===== src/rtl/fsm_seq_pkg.sv =====
// Shared types, table-entry layout and LFSR helpers for the FSM vector sequencer.
package fsm_seq_pkg;

    typedef enum logic [1:0] {
        IDLE = 2'd0,
        RUN  = 2'd1,
        DONE = 2'd2
    } state_t;

    localparam int unsigned ENTRY_W = 6;
    localparam int unsigned NS_HI   = 5;
    localparam int unsigned NS_LO   = 4;
    localparam int unsigned OUT_HI  = 3;
    localparam int unsigned OUT_LO  = 0;

    // Right-shifting form of the x^8+x^6+x^5+x^4+1 taps (8'hB8 in left-shift form).
    localparam logic [7:0] LFSR_TAPS = 8'h1D;

    typedef logic [ENTRY_W-1:0] entry_t;

    function automatic logic [7:0] lfsr_next(input logic [7:0] l);
        return {^(l & LFSR_TAPS), l[7:1]};
    endfunction

    function automatic logic [1:0] entry_ns(input entry_t e);
        return e[NS_HI:NS_LO];
    endfunction

    function automatic logic [3:0] entry_out(input entry_t e);
        return e[OUT_HI:OUT_LO];
    endfunction

endpackage


===== src/rtl/lfsr8.sv =====
// 8-bit right-shifting Fibonacci LFSR with synchronous load and advance.
module lfsr8
    import fsm_seq_pkg::*;
(
    input  logic       clk,
    input  logic       reset,
    input  logic       load,
    input  logic [7:0] seed,
    input  logic       advance,
    output logic [7:0] value
);

    always_ff @(posedge clk) begin
        if (reset) begin
            value <= '0;
        end else if (load) begin
            value <= seed;
        end else if (advance) begin
            value <= lfsr_next(value);
        end
    end

endmodule


===== src/rtl/fsm_vector_sequencer.sv =====
// Drives table-derived stimulus into a 4-state Mealy FSM and counts output mismatches.
module fsm_vector_sequencer
    import fsm_seq_pkg::*;
#(
    parameter int unsigned NUM_VECTORS = 64,
    parameter logic [7:0]  SEED        = 8'hA5
) (
    input  logic         clk,
    input  logic         reset,
    input  logic         cfg_we,
    input  logic [3:0]   cfg_addr,
    input  logic [5:0]   cfg_data,
    input  logic         start,
    output logic [1:0]   in_o,
    output logic [1:0]   cs_o,
    output logic [1:0]   ns_o,
    output logic [3:0]   exp_out_o,
    input  logic [3:0]   dut_out,
    output logic         busy,
    output logic         done,
    output logic [7:0]   err_count,
    output logic         pass
);

    localparam logic [9:0] LAST_STEP = 10'(NUM_VECTORS - 1);

    state_t      state;
    state_t      state_next;
    entry_t      tbl [16];
    entry_t      entry;
    logic [9:0]  step;
    logic        lfsr_load;
    logic        lfsr_adv;
    logic [7:0]  lfsr_val;
    logic [7:0]  lfsr_nxt;
    logic [5:0]  lfsr_nxt_unused;
    logic        mismatch;
    logic [7:0]  err_next;

    lfsr8 u_lfsr (
        .clk     (clk),
        .reset   (reset),
        .load    (lfsr_load),
        .seed    (SEED),
        .advance (lfsr_adv),
        .value   (lfsr_val)
    );

    always_ff @(posedge clk) begin
        if (reset) begin
            state <= IDLE;
        end else begin
            state <= state_next;
        end
    end

    always_comb begin
        state_next = state;
        lfsr_load  = 1'b0;
        lfsr_adv   = 1'b0;
        busy       = 1'b0;
        done       = 1'b0;
        case (state)
            IDLE: begin
                if (start) begin
                    state_next = RUN;
                    lfsr_load  = 1'b1;
                end
            end
            RUN: begin
                busy     = 1'b1;
                lfsr_adv = 1'b1;
                if (step == LAST_STEP) begin
                    state_next = DONE;
                end
            end
            DONE: begin
                done       = 1'b1;
                state_next = IDLE;
            end
            default: state_next = IDLE;
        endcase
    end

    always_ff @(posedge clk) begin
        if (reset) begin
            for (int unsigned i = 0; i < 16; i++) begin
                tbl[i] <= '0;
            end
        end else if (cfg_we && state == IDLE) begin
            tbl[cfg_addr] <= cfg_data;
        end
    end

    // Lookups are forced to zero outside RUN so idle outputs stay quiet.
    always_comb begin
        entry     = tbl[{cs_o, in_o}];
        ns_o      = busy ? entry_ns(entry)  : '0;
        exp_out_o = busy ? entry_out(entry) : '0;
        mismatch  = busy && (dut_out != exp_out_o);
        err_next  = (mismatch && err_count != '1) ? err_count + 8'd1 : err_count;
        lfsr_nxt  = lfsr_next(lfsr_val);
    end

    assign lfsr_nxt_unused = lfsr_nxt[7:2];

    always_ff @(posedge clk) begin
        if (reset) begin
            in_o      <= '0;
            cs_o      <= '0;
            step      <= '0;
            err_count <= '0;
            pass      <= 1'b0;
        end else begin
            case (state)
                IDLE: begin
                    if (start) begin
                        in_o      <= SEED[1:0];
                        cs_o      <= '0;
                        step      <= '0;
                        err_count <= '0;
                        pass      <= 1'b0;
                    end
                end
                RUN: begin
                    err_count <= err_next;
                    step      <= step + 10'd1;
                    // Verdict is taken on the closing edge so it is valid during the done pulse.
                    if (step == LAST_STEP) begin
                        in_o <= '0;
                        cs_o <= '0;
                        pass <= (err_next == '0);
                    end else begin
                        in_o <= lfsr_nxt[1:0];
                        cs_o <= ns_o;
                    end
                end
                default: ;
            endcase
        end
    end

endmodule


===== config.mk =====
export PLATFORM = sky130hd
export DESIGN_NAME = fsm_vector_sequencer
export DESIGN_NICKNAME = d
export VERILOG_FILES = /design/src/rtl/fsm_seq_pkg.sv /design/src/rtl/lfsr8.sv /design/src/rtl/fsm_vector_sequencer.sv
export SDC_FILE = /design/constraint.sdc
export NUM_CORES = 1
export LEC_CHECK = 0
export BUFFER_PORTS_ARGS = -buffer_cell sky130_fd_sc_hd__buf_2
export CELL_PAD_IN_SITES_DETAIL_PLACEMENT = 1
export CELL_PAD_IN_SITES_GLOBAL_PLACEMENT = 1
export CORE_MARGIN = 8
export CORE_UTILIZATION = 53
export CTS_CLUSTER_DIAMETER = 40
export DETAILED_ROUTE_END_ITERATION = 8
export PLACE_DENSITY_LB_ADDON = 0.1
export SYNTH_ARGS = -nofsm -noshare
export SYNTH_HDL_FRONTEND = slang
export SYNTH_SLANG_ARGS = --single-unit

===== constraint.sdc =====
create_clock -name clk -period 4.5 [get_ports clk]
set_input_delay 1.125 -clock clk [delete_from_list [all_inputs] [get_ports clk]]
set_output_delay 1.125 -clock clk [all_outputs]
set_load 0.03 [all_outputs]

After elaboration in Yosys (flattened, before gate mapping)

Memories as Yosys holds them, arrays and structs flattened. A register that Yosys moved wholly into a read port is not among the register bits.
Index checks and enable logic that the tools add are counted.

Register bits: 33
Bits in writable memories: 96
Input port bits: 18
Output and inout port bits: 21
Word-level logic and storage cells: 65
Memories: 1

Add/sub/neg operators: 2
Eq/ne operators: 7
Multiplexer cells: 34
Reductions and logical operators: 13

Memories:

| memory | words | width | rd ports | clocked after Yosys merged registers in | write ports | RTL line                   | text |
|---|---|---|---|---|---|---|---|
| tbl    | 16    | 6     | 1        | 1                                       | 16          | fsm_vector_sequencer.sv:29 | `entry_t tbl [16];` |

Operator list:

| kind                                                  | count |
|---|---|
| two-way mux 8 bit                                     | 4 |
| case mux 10 bit (2 select lines)                      | 1 |
| two-way mux 4 bit                                     | 4 |
| case mux 8 bit (2 select lines)                       | 1 |
| two-way mux 1 bit                                     | 12 |
| two-way mux 2 bit                                     | 6 |
| case mux 2 bit (2 select lines)                       | 3 |
| adder 10 x 1 -> 10 bit (second input constant)        | 1 |
| equality test 10 x 6 -> 1 bit (second input constant) | 1 |
| two-way mux 10 bit                                    | 1 |
| adder 8 x 1 -> 8 bit (second input constant)          | 1 |
| logical NOT 8 bit                                     | 1 |
| != test 8 bit (second input constant)                 | 1 |
| XOR reduction 8 bit                                   | 1 |
| two-way mux 6 bit                                     | 1 |
| OR reduction 6 bit                                    | 1 |
| != test 2 bit (second input constant)                 | 2 |
| != test 4 bit                                         | 1 |
| AND reduction 2 bit                                   | 2 |
| nonzero test 2 bit                                    | 2 |
| logical AND 1 bit                                     | 3 |
| AND reduction 3 bit                                   | 1 |
| equality test 2 x 1 -> 1 bit (second input constant)  | 1 |
| equality test 2 bit (second input constant)           | 1 |
| 3 further kinds                                       | 3 |

Logic depth before layout (Yosys ltp)

Gate-level depths: netlist of the first run.

Word-level depth: 10
Mapped depth: 13

By module

Synthesis of the first run repeated with hierarchy kept, for this count alone.

Cell total of the unflattened synthesis: 534
Area total of the unflattened synthesis: 6374.9 sq um

Modules (own cells, without submodules):

| module               | times used | cells an instance | area each (sq um) |
|---|---|---|---|
| fsm_vector_sequencer | 1          | 494               | 5953.2 |
| lfsr8                | 1          | 40                | 421.7 |

Least setup slack after synthesis of the first run

No wires, ideal clock.

Path kind: register -> output
Start: reg with a tool-made name
End: out ns_o[0]
Arrival: 1994 ps
Required time: 3375 ps
Slack: 1381 ps
Cell stages (with the launch flop): 7
Buffers on the path: 3
Cell sequence: dfxtp_1 buf_4 buf_6 buf_8 mux4_2 mux4_2 and2_1

RTL lines:

| what             | RTL line                   | text |
|---|---|---|
| end: declaration | fsm_vector_sequencer.sv:16 | `output logic [1:0] ns_o,` |

==> results of run 1 <==
## stage by stage
stage | power (mW) | setup WS (ps) | instance area (um^2) | hold slack (ps) | utilization, %
global route | 3.03 | 622 | 7170 | 476 | 60.5
finish | 2.95 | 748 | 7170 | 460 | 60.5
floorplan | 1.58 | 1380 | 6340 | 429 | -
detailed placement | 1.66 | 953 | 6610 | 455 | 55.7
CTS | 2.97 | 715 | 7170 | 463 | 60.5
global placement | 1.65 | 1120 | 6610 | 445 | 55.7
## how the worst min path moves through the flow
stage / start / to / slack (ps) / depth (start not counted)
after floorplan: u_lfsr.value[7] / u_lfsr.value[6] / 430 / 2
after global placement: u_lfsr.value[6] / u_lfsr.value[6] / 440 / 2
after detailed placement: u_lfsr.value[5] / u_lfsr.value[4] / 450 / 2
after CTS: u_lfsr.value[5] / u_lfsr.value[4] / 460 / 2
after global routing: u_lfsr.value[5] / u_lfsr.value[4] / 480 / 2
final: u_lfsr.value[5] / u_lfsr.value[4] / 460 / 2
## routing by layer
layer / GRT usage (%) / up-vias
li1: - / 2039
met1: 26.4 / 2231
met2: 38.1 / 113
met3: 5.10 / 30
met4: 9.89 / 0
met5: 0 / -
## cells by family (layout without fill, tap and decap cells)
logic type / count (synthesis) / in the layout / synth area share, %
AOI/OAI and AO/OA: 78 / 78 / 7.70
xor gates and xnor gates: 3 / 3 / 0.414
adders and majority gates: 2 / 2 / 0.395
buffers and inverters: 28 / 78 / 2.41
DFF: 133 / 133 / 57.1
muxes: 44 / 44 / 9.71
and+or+nand+nor: 251 / 251 / 22.2
## layout make-up
type	count	share of cell area [%]
Sequential cell	133	50.5
Tap cell	147	2.56
Clock buffer	18	5.98
Timing Repair Buffer	43	3.18
Clock inverter	14	1.81
Inverter	3	0.157
Multi-Input combinational cell	378	35.8
## worst max-delay path, delay by kind of cell, from the launching register on
family / cells / cell delay (ps)
mux: 2 / 1110
flops: 1 / 730
simple gates: 1 / 180
buf+inv: 1 / 170
## sequential cells by signal (all words and copies together), names as in the netlist, named ones only
name          cells
step             10
err_count         8
pass              1
in_o              2
cs_o              2
tbl              96
state             2
u_lfsr.value      8
## power by group through the flow
stage          registers (mW)  clock network, mW  logic [mW]
2_1_floorplan            1.40                  0       0.176
3_3_place_gp             1.42                  0       0.233
3_5_place_dp             1.42                  0       0.239
4_1_cts                  1.40               1.33       0.242
5_1_grt                  1.40               1.36       0.261
6_report                 1.40               1.31       0.240
## cells in the mapped netlist (all sizes together)
cell and count:
ha 2, xnor2 3, clkinv 1, dfxtp 37, nor4b 5, or3 1, nor4 2, nand2b 7
a31o 1, buf 8, mux2i 30, o21a 3, a32oi 2, o31ai 1, inv 2, nand2 39
nor2 39, or3b 1, nand3b 3, a21oi 30, nand4 3, clkbuf 17, or2 6, mux4 14
and2 104, o211a 2, a211oi 8, edfxtp 96, a22oi 7, nor2b 5, nand3 20, nor3 7
and3 9, o2111ai 2, a311oi 1, o21ai 18, a31oi 3
## cell usage in the layout (no fill, tap or decap), drive strengths merged, types with 6 or more instances in the layout
| cell type | synthesis | routed |
|---|---|---|
| a211oi | 8 | 8 |
| a21oi | 30 | 30 |
| a22oi | 7 | 7 |
| and2 | 104 | 104 |
| and3 | 9 | 9 |
| buf | 8 | 43 |
| clkbuf | 17 | 18 |
| clkinv | 1 | 7 |
| dfxtp | 37 | 37 |
| edfxtp | 96 | 96 |
| mux2i | 30 | 30 |
| mux4 | 14 | 14 |
| nand2 | 39 | 39 |
| nand2b | 7 | 7 |
| nand3 | 20 | 20 |
| nor2 | 39 | 39 |
| nor3 | 7 | 7 |
| o21ai | 18 | 18 |
| or2 | 6 | 6 |
==> flow_summary_export.csv, run 1 <==
group,metric,value,unit
grt,grt_pass1_wl,26.6,mm
worst_setup_path,crit_end,"ns_o[1]",
worst_setup_path,worstSetupPathType,"reg2out",
grt,grt_antenna_before_repair,0,
route,drt_iter0_drc,365,
route,dr.pass1.iters,4,
synth,syn-num-nets,559,
pwr,p_comb_share,8.1,%
synth,syn_avg_cell_area,11.8,um^2
worst_setup_path,path_max_fanout,20,
die,die_y,125,um
layout,drive_above_1_share,17.7,%
clock_tree,cts_tree,"yes",
pwr,p_clk_share,44.4,%
placed_design,portBuffers,38,
timing,hold_violations,0,
worst_setup_path,r2r_end,"pass",
grt,globalRouteOverflowTotal,0,
worst_setup_path,startpoint_type,"flip-flop",
grt,grt_pass1_vias,4648,
worst_setup_path,cp_cell_sequence,"mux4_2, mux4_2, and2_1, buf_2",
layout,layout.cells.non_filler,736,
layout,multiInputGateArea,2560,um^2
timing,clock_skew,6.03,ps
grt,grt_usage,22.3,%
route,routedLengthMet1,7.04,mm
grt,grt_max_degree,27,
die,dieWidth,125,um
die,core,11900,um^2
route,vias,4413,
worst_setup_path,crit_top_cell,"mux4_2",
clock_tree,htreeDepth,4,
layout,ff_latch_area,3620,um^2
die,die_area,15700,um^2
synth,yosysTopAreaCellShare,45.5,%
die,start_util,53.5,%
pwr,power.leakage,2.68,nW
clock_tree,numClockSinks,133,
layout,area_delta_synth_final,13.1,%
worst_setup_path,reg2regPathDepth,10,
pwr,ir_drop,0.307,mV
timing,setup_viol,0,
timing,relSlewSlack,36.4,%
pwr,powerDensity,411,nW/um^2
layout,fill_cells,1206,
worst_setup_path,cp_slowest_stage_delay,730,ps
route,top_layer_used,"met4",
worst_setup_path,cp.arrival,2630,ps
pwr,p_int,2.21,mW
synth,synth.cell_area,6340,um^2
pwr,pwr-share-seq,47.4,%
clock_tree,cts_root_buf,"clkbuf_16",
worst_setup_path,slowest_stage,"dfxtp_2",
clock_tree,cts_resized,0,
worst_setup_path,reg2reg_slack,1290,ps
synth,synth.distinct_cells,50,
route,wl_met3,778,um
synth,ys_warn_count,0,
timing,fmax,0.266,GHz
timing,rsz0062_at_grt,"false",
timing,final.min_clock_period,3750,ps
clock_tree,cts_hold_buf,0,
synth,synth.area.top_cells,"edfxtp_1 (45%), dfxtp_1 (12%), and2_1 (10%)",
worst_setup_path,crit_path_end_kind,"output port",
clock_tree,cts_setup_buffers,0,
timing,tns,0,ps
synth,yosys.area.top_type,"edfxtp_1",
route,met2_length,8.66,mm
clock_tree,clk-insertion-delay-late,420,ps
placed_design,dp.cells,704,
route,drtAntennaViolNets,0,
timing,fin_crit_sh,83.4,%
route,routed_wirelength,16.9,mm
timing,tightest_slew,945,ps
clock_tree,cts_made_buffers,17,
die,top_level_ports,39,
layout,nNetsFinal,596,
synth,syn_inst,539,
route,drc_errors,0,
layout,diodes,0,
placed_design,gp_congestion,0.822,
synth,yosysSeqAreaShare,57.1,%
route,wl_per_cell,23.0,um
route,viasPerCell,6.00,
pwr,power_switching,742,uW
placed_design,place_hpwl,11.8,mm
pwr,power.share.switching,25.1,%
die,rows,40,
run_status,status,"complete, no violations",
clock_tree,path_clk_slew,60,ps
worst_setup_path,crit_required,3380,ps
timing,slew_violations,0,
clock_tree,clk_path_buf_depth,2,
worst_hold_path,min_path_type,"reg2reg",
synth,ys_ff_latch,133,
run,maxCapViolations,0,
(Power assumes the default switching activity.)
==> inputs of run 2 (changes only) <==
--- a/config.mk
+++ b/config.mk
@@ -5,11 +5,12 @@
 export SDC_FILE = /design/constraint.sdc
 export NUM_CORES = 1
 export LEC_CHECK = 0
+export ABC_AREA = 1
 export BUFFER_PORTS_ARGS = -buffer_cell sky130_fd_sc_hd__buf_2
 export CELL_PAD_IN_SITES_DETAIL_PLACEMENT = 1
 export CELL_PAD_IN_SITES_GLOBAL_PLACEMENT = 1
 export CORE_MARGIN = 8
-export CORE_UTILIZATION = 53
+export CORE_UTILIZATION = 42
 export CTS_CLUSTER_DIAMETER = 40
 export DETAILED_ROUTE_END_ITERATION = 8
 export PLACE_DENSITY_LB_ADDON = 0.1
==> constraint.sdc (replaced) <==
create_clock -name clk -period 3.3 [get_ports clk]
set_input_delay 0.825 -clock clk [delete_from_list [all_inputs] [get_ports clk]]
set_output_delay 0.825 -clock clk [all_outputs]
set_load 0.03 [all_outputs]
==> flow_summary_export.csv, run 2 <==
group,metric,value,unit
clock_tree,cts_tree,"yes",
synth,syn_avg_cell_area,8.30,um^2
synth,async_flop_share,0,%
worst_setup_path,reg2regPathDepth,18,
layout,ff_latch_area,3620,um^2
pwr,finalPower,4.53,mW
timing,final.min_clock_period,3100,ps
synth,yosysTopAreaCellShare,45.3,%
timing,fin_crit_sh,93.9,%
layout,largest_reg_flops,96,
synth,ys_warn_count,0,
clock_tree,clk-insertion-delay-late,420,ps
die,start_util,42.4,%
pwr,p_int,3.47,mW
synth,synth.distinct_cells,34,
synth,syn-num-nets,786,
pwr,power.leakage,3.24,nW
synth,ys_ff_latch,133,
timing,hold_violations,0,
pwr,pwr-share-seq,41.6,%
layout,diodes,0,
layout,fill_cells,1784,
timing,fmax,0.323,GHz
clock_tree,path_clk_slew,60,ps
die,core,15000,um^2
die,die_area,19300,um^2
placed_design,place_hpwl,12.9,mm
run,maxCapViolations,0,
worst_setup_path,crit_path_end_kind,"output port",
clock_tree,cts_root_buf,"clkbuf_16",
timing,tns,0,ps
pwr,ir_drop,0.378,mV
die,dieWidth,139,um
route,dr.pass1.iters,4,
timing,relSlewSlack,44.9,%
layout,area_delta_synth_final,16.3,%
timing,slew_violations,0,
clock_tree,cts_made_buffers,17,
synth,synth.area.top_cells,"edfxtp_1 (45%), nand2_1 (12%), dfxtp_1 (12%)",
layout,reg_top3,"tbl (96), step (10)",
synth,synth.most_common_cell,"nand2_1",
grt,grt_pass1_vias,5443,
timing,tightest_slew,825,ps
synth,synthTopCellsByCount,"nand2_1 (205), nor2_1 (141), edfxtp_1 (96)",
pwr,power_switching,1.07,mW
worst_setup_path,startpoint_type,"flip-flop",
timing,hold_slack,467,ps
synth,syn_inst,766,
die,rows,45,
timing,clock_skew,7.42,ps
layout,regMostFlops,"tbl",
clock_tree,numClockSinks,133,
synth,yosysSeqAreaShare,57.0,%
layout,nNetsFinal,818,
layout,final_cell_mix,"nand2_1 (205), nor2_1 (140), edfxtp_1 (96)",
clock_tree,cts_hold_buf,0,
synth,synth_edf_count,96,
layout,drive_above_1_share,10.4,%
clock_tree,cts_setup_buffers,0,
grt,grt_max_degree,49,
synth,synth.cell_area,6360,um^2
route,wl_per_cell,18.7,um
die,die_y,139,um
worst_setup_path,path_max_fanout,16,
layout,final_common_cell,"nand2_1",
grt,grt_antenna_before_repair,0,
timing,rsz0062_at_grt,"false",
pwr,power.share.switching,23.6,%
route,routed_wirelength,18.6,mm
worst_setup_path,cp.arrival,2270,ps
worst_setup_path,worstSetupPathType,"reg2out",
layout,multiInputGateArea,2240,um^2
route,drt_iter0_drc,440,
grt,grt_pass1_wl,29.5,mm
pwr,powerDensity,613,nW/um^2
pwr,p_clk_share,49.3,%
clock_tree,clk_path_buf_depth,2,
placed_design,gp_congestion,0.860,
run_status,status,"complete, no violations",
grt,globalRouteOverflowTotal,0,
die,top_level_ports,39,
pwr,p_comb_share,9.1,%
synth,yosys.area.top_type,"edfxtp_1",
route,viasPerCell,5.32,
route,drc_errors,0,
grt,grt_usage,19.7,%
worst_hold_path,min_path_type,"reg2reg",
synth,synthFlopType,"edfxtp_1",
route,drtAntennaViolNets,0,
worst_hold_path,hold_path_depth,2,
placed_design,portBuffers,38,
worst_setup_path,crit_required,2470,ps
route,vias,5319,
clock_tree,htreeDepth,4,
timing,setup_viol,0,
run 2: changes by cell type after synthesis, sizes merged, moves of 14 or more:
cell   delta
and2    -104
inv      +86
nor2    +102
mux4     -14
nand2   +167
nand3    +44
mux2i    -30
run 2: worst paths after layout:
path | from | to | slack (ps)
worst max register to register | flip-flop | pass | 650
worst min register to register | u_lfsr.value[1] | u_lfsr.value[1] | 470
worst max-delay path | flip-flop | ns_o[0] | 200
worst min-delay path | u_lfsr.value[1] | u_lfsr.value[1] | 470
run 2: stage by stage:
stage	setup WS [ps]	std cells	util (%)	area, um^2
4_1_cts	96.7	999	49.3	7390
5_1_grt	85.5	999	49.4	7390
3_3_place_gp	503	966	44.6	6680
2_1_floorplan	641	766	-	6360
3_5_place_dp	370	966	44.6	6680
6_report	202	999	49.4	7390
run 2: repair_timing:
item | 4_1_cts | 5_1_grt
setup endpoints to repair | 2 | 5
endpoints found under the hold margin | 0 | 0
resized for setup | 2 | 3
cloned | 1 | 0
run 2: routing by layer:
layer  up-vias  share of wire [%]  GRT usage (%)
li1       2556                  -              -
met1      2654                 44           24.0
met2        78                 51           34.0
met3        31                3.0           3.58
met4         0                2.1           7.63
met5         -                  0              0
run 2: critical path, stage by stage, from the launching register on:
cell,delay [ps]
dfxtp_2,520
buf_4,270
o21ai_0,140
o221ai_1,210
nand3_1,120
a21oi_1,310
buf_2,270
run 2: cell type report:
type,instances,share of cell area [%]
Clock buffer,18,5.94
Clock inverter,14,3.45
Inverter,88,4.55
Multi-Input combinational cell,511,30.4
Sequential cell,133,49.0
Tap cell,188,3.18
Timing Repair Buffer,46,3.43
Timing Repair inverter,1,0.0677
run 2: power groups by stage:
stage          clock, mW  combinational [mW]  sequential (mW)
4_1_cts             2.26               0.417             1.89
6_report            2.23               0.414             1.89
3_5_place_dp           0               0.413             1.92
2_1_floorplan          0               0.278             1.91
5_1_grt             2.32               0.460             1.89
3_3_place_gp           0               0.401             1.92
run 2: logic make-up after synthesis:
logic type / synth area share [%]
AOI/OAI and AO/OA: 6.16
xor gates and xnor gates: 0.827
adders and majority gates: 0.394
buffers and inverters: 7.73
DFF: 57.0
and+or+nand+nor: 27.9
==> inputs of run 3 (changes only) <==
--- a/config.mk
+++ b/config.mk
@@ -13,7 +13,9 @@
 export CORE_UTILIZATION = 42
 export CTS_CLUSTER_DIAMETER = 40
 export DETAILED_ROUTE_END_ITERATION = 8
+export MAX_ROUTING_LAYER = met4
 export PLACE_DENSITY_LB_ADDON = 0.1
+export RECOVER_POWER = 100
 export SYNTH_ARGS = -nofsm -noshare
 export SYNTH_HDL_FRONTEND = slang
 export SYNTH_SLANG_ARGS = --single-unit
==> flow_summary_export.csv, run 3 (synthesized netlist as in run 2, its figures left out) <==
group,metric,value,unit
grt,grt_pass1_vias,5441,
layout,multiInputGateArea,2240,um^2
layout,nNetsFinal,818,
timing,final.min_clock_period,3110,ps
clock_tree,htreeDepth,4,
die,top_level_ports,39,
layout,diodes,0,
timing,slew_violations,0,
layout,reg_top3,"tbl (96), step (10)",
route,wl_per_cell,18.7,um
timing,fin_crit_sh,94.2,%
timing,hold_violations,0,
route,vias,5348,
route,viasPerCell,5.35,
clock_tree,numClockSinks,133,
route,routed_wirelength,18.6,mm
clock_tree,cts_made_buffers,17,
placed_design,place_hpwl,12.9,mm
clock_tree,cts_hold_buf,0,
layout,final_cell_mix,"nand2_1 (206), nor2_1 (141), edfxtp_1 (96)",
grt,grt_antenna_before_repair,0,
worst_setup_path,startpoint_type,"flip-flop",
clock_tree,clk_path_buf_depth,2,
clock_tree,clk-insertion-delay-late,420,ps
timing,relSlewSlack,44.6,%
layout,area_delta_synth_final,15.8,%
timing,tns,0,ps
grt,grt_pass1_wl,29.5,mm
layout,regMostFlops,"tbl",
route,drtAntennaViolNets,0,
pwr,ir_drop,0.375,mV
worst_setup_path,cp.arrival,2280,ps
timing,tightest_slew,831,ps
layout,largest_reg_flops,96,
route,dr.pass1.iters,5,
layout,fill_cells,1783,
worst_setup_path,crit_required,2470,ps
route,drt_iter0_drc,386,
clock_tree,cts_tree,"yes",
worst_hold_path,worstHoldStart,"u_lfsr.value[1]",
layout,ff_latch_area,3620,um^2
timing,setup_viol,0,
route,drc_errors,0,
placed_design,portBuffers,38,
run,maxCapViolations,0,
layout,drive_above_1_share,7.89,%
pwr,powerDensity,615,nW/um^2
die,core,15000,um^2
clock_tree,cts_root_buf,"clkbuf_16",
grt,grt_usage,20.3,%
die,rows,45,
grt,grt_max_degree,49,
worst_hold_path,min_path_type,"reg2reg",
die,die_y,139,um
pwr,finalPower,4.53,mW
clock_tree,path_clk_slew,60,ps
placed_design,gp_congestion,0.874,
worst_setup_path,path_max_fanout,16,
layout,final_util,49.1,%
grt,globalRouteOverflowTotal,0,
worst_setup_path,worstSetupPathType,"reg2out",
die,dieWidth,139,um
clock_tree,cts_setup_buffers,0,
timing,fmax,0.322,GHz
run_status,status,"complete, no violations",
timing,rsz0062_at_grt,"false",
timing,clock_skew,5.36,ps
die,start_util,42.4,%
die,die_area,19300,um^2
layout,final_common_cell,"nand2_1",
worst_setup_path,crit_path_end_kind,"output port",
pwr,power.leakage,3.17,nW
run 3: cell count changes in the layout (fill, tap and decap cells not counted), sizes merged:
cell | before | now
buf | 46 | 24
clkbuf | 18 | 40
run 3: cell type report:
type / instances / share of cell area, %
Clock buffer: 18 / 5.97
Clock inverter: 14 / 3.47
Multi-Input combinational cell: 511 / 30.4
Tap cell: 188 / 3.20
Timing Repair inverter: 1 / 0.0680
Timing Repair Buffer: 46 / 3.04
Inverter: 88 / 4.57
Sequential cell: 133 / 49.3
run 3: worst paths after layout:
path                      to  slack [ps]  cells after the start
max                  ns_o[0]         190                      6
min          u_lfsr.value[1]         470                      2
max reg2reg             pass         440                     16
min reg2reg  u_lfsr.value[1]         470                      2
run 3: what timing repair did:
item                                    in CTS  in global routing
gates cloned                                 1                  0
gates resized for setup                      2                  3
endpoints found under the setup margin       2                  5
run 3: per-stage QoR:
step / hold WS, ps / setup slack [ps] / instances / instance area [um^2]
2_1_floorplan: 438 / 641 / 766 / 6360
6_report: 467 / 192 / 999 / 7360
5_1_grt: 501 / 58.4 / 999 / 7360
4_1_cts: 467 / 96.7 / 999 / 7390
3_3_place_gp: 446 / 503 / 966 / 6680
3_5_place_dp: 459 / 370 / 966 / 6680
run 3: power by group:
group	internal (mW)	total, mW	leakage, nW	switching [mW]
Clock	1.51	2.23	0.331	0.724
Sequential	1.85	1.89	1.30	0.0369
Combinational	0.103	0.409	1.53	0.306
Total	3.46	4.53	3.17	1.07
run 3: metal layers:
metal	part of all wire (%)	vias up	GRT usage, %
met3	3.4	29	3.58
met4	2.1	0	7.63
li1	-	2559	-
met5	0	-	-
met2	50	99	33.9
met1	44	2661	24.0
run 3: worst max-delay path, stage by stage, from the launching register on:
cell and delay (ps):
dfxtp_2 530, buf_4 270, o21ai_0 140, o221ai_1 210, nand3_1 120, a21oi_1 310
clkbuf_2 270
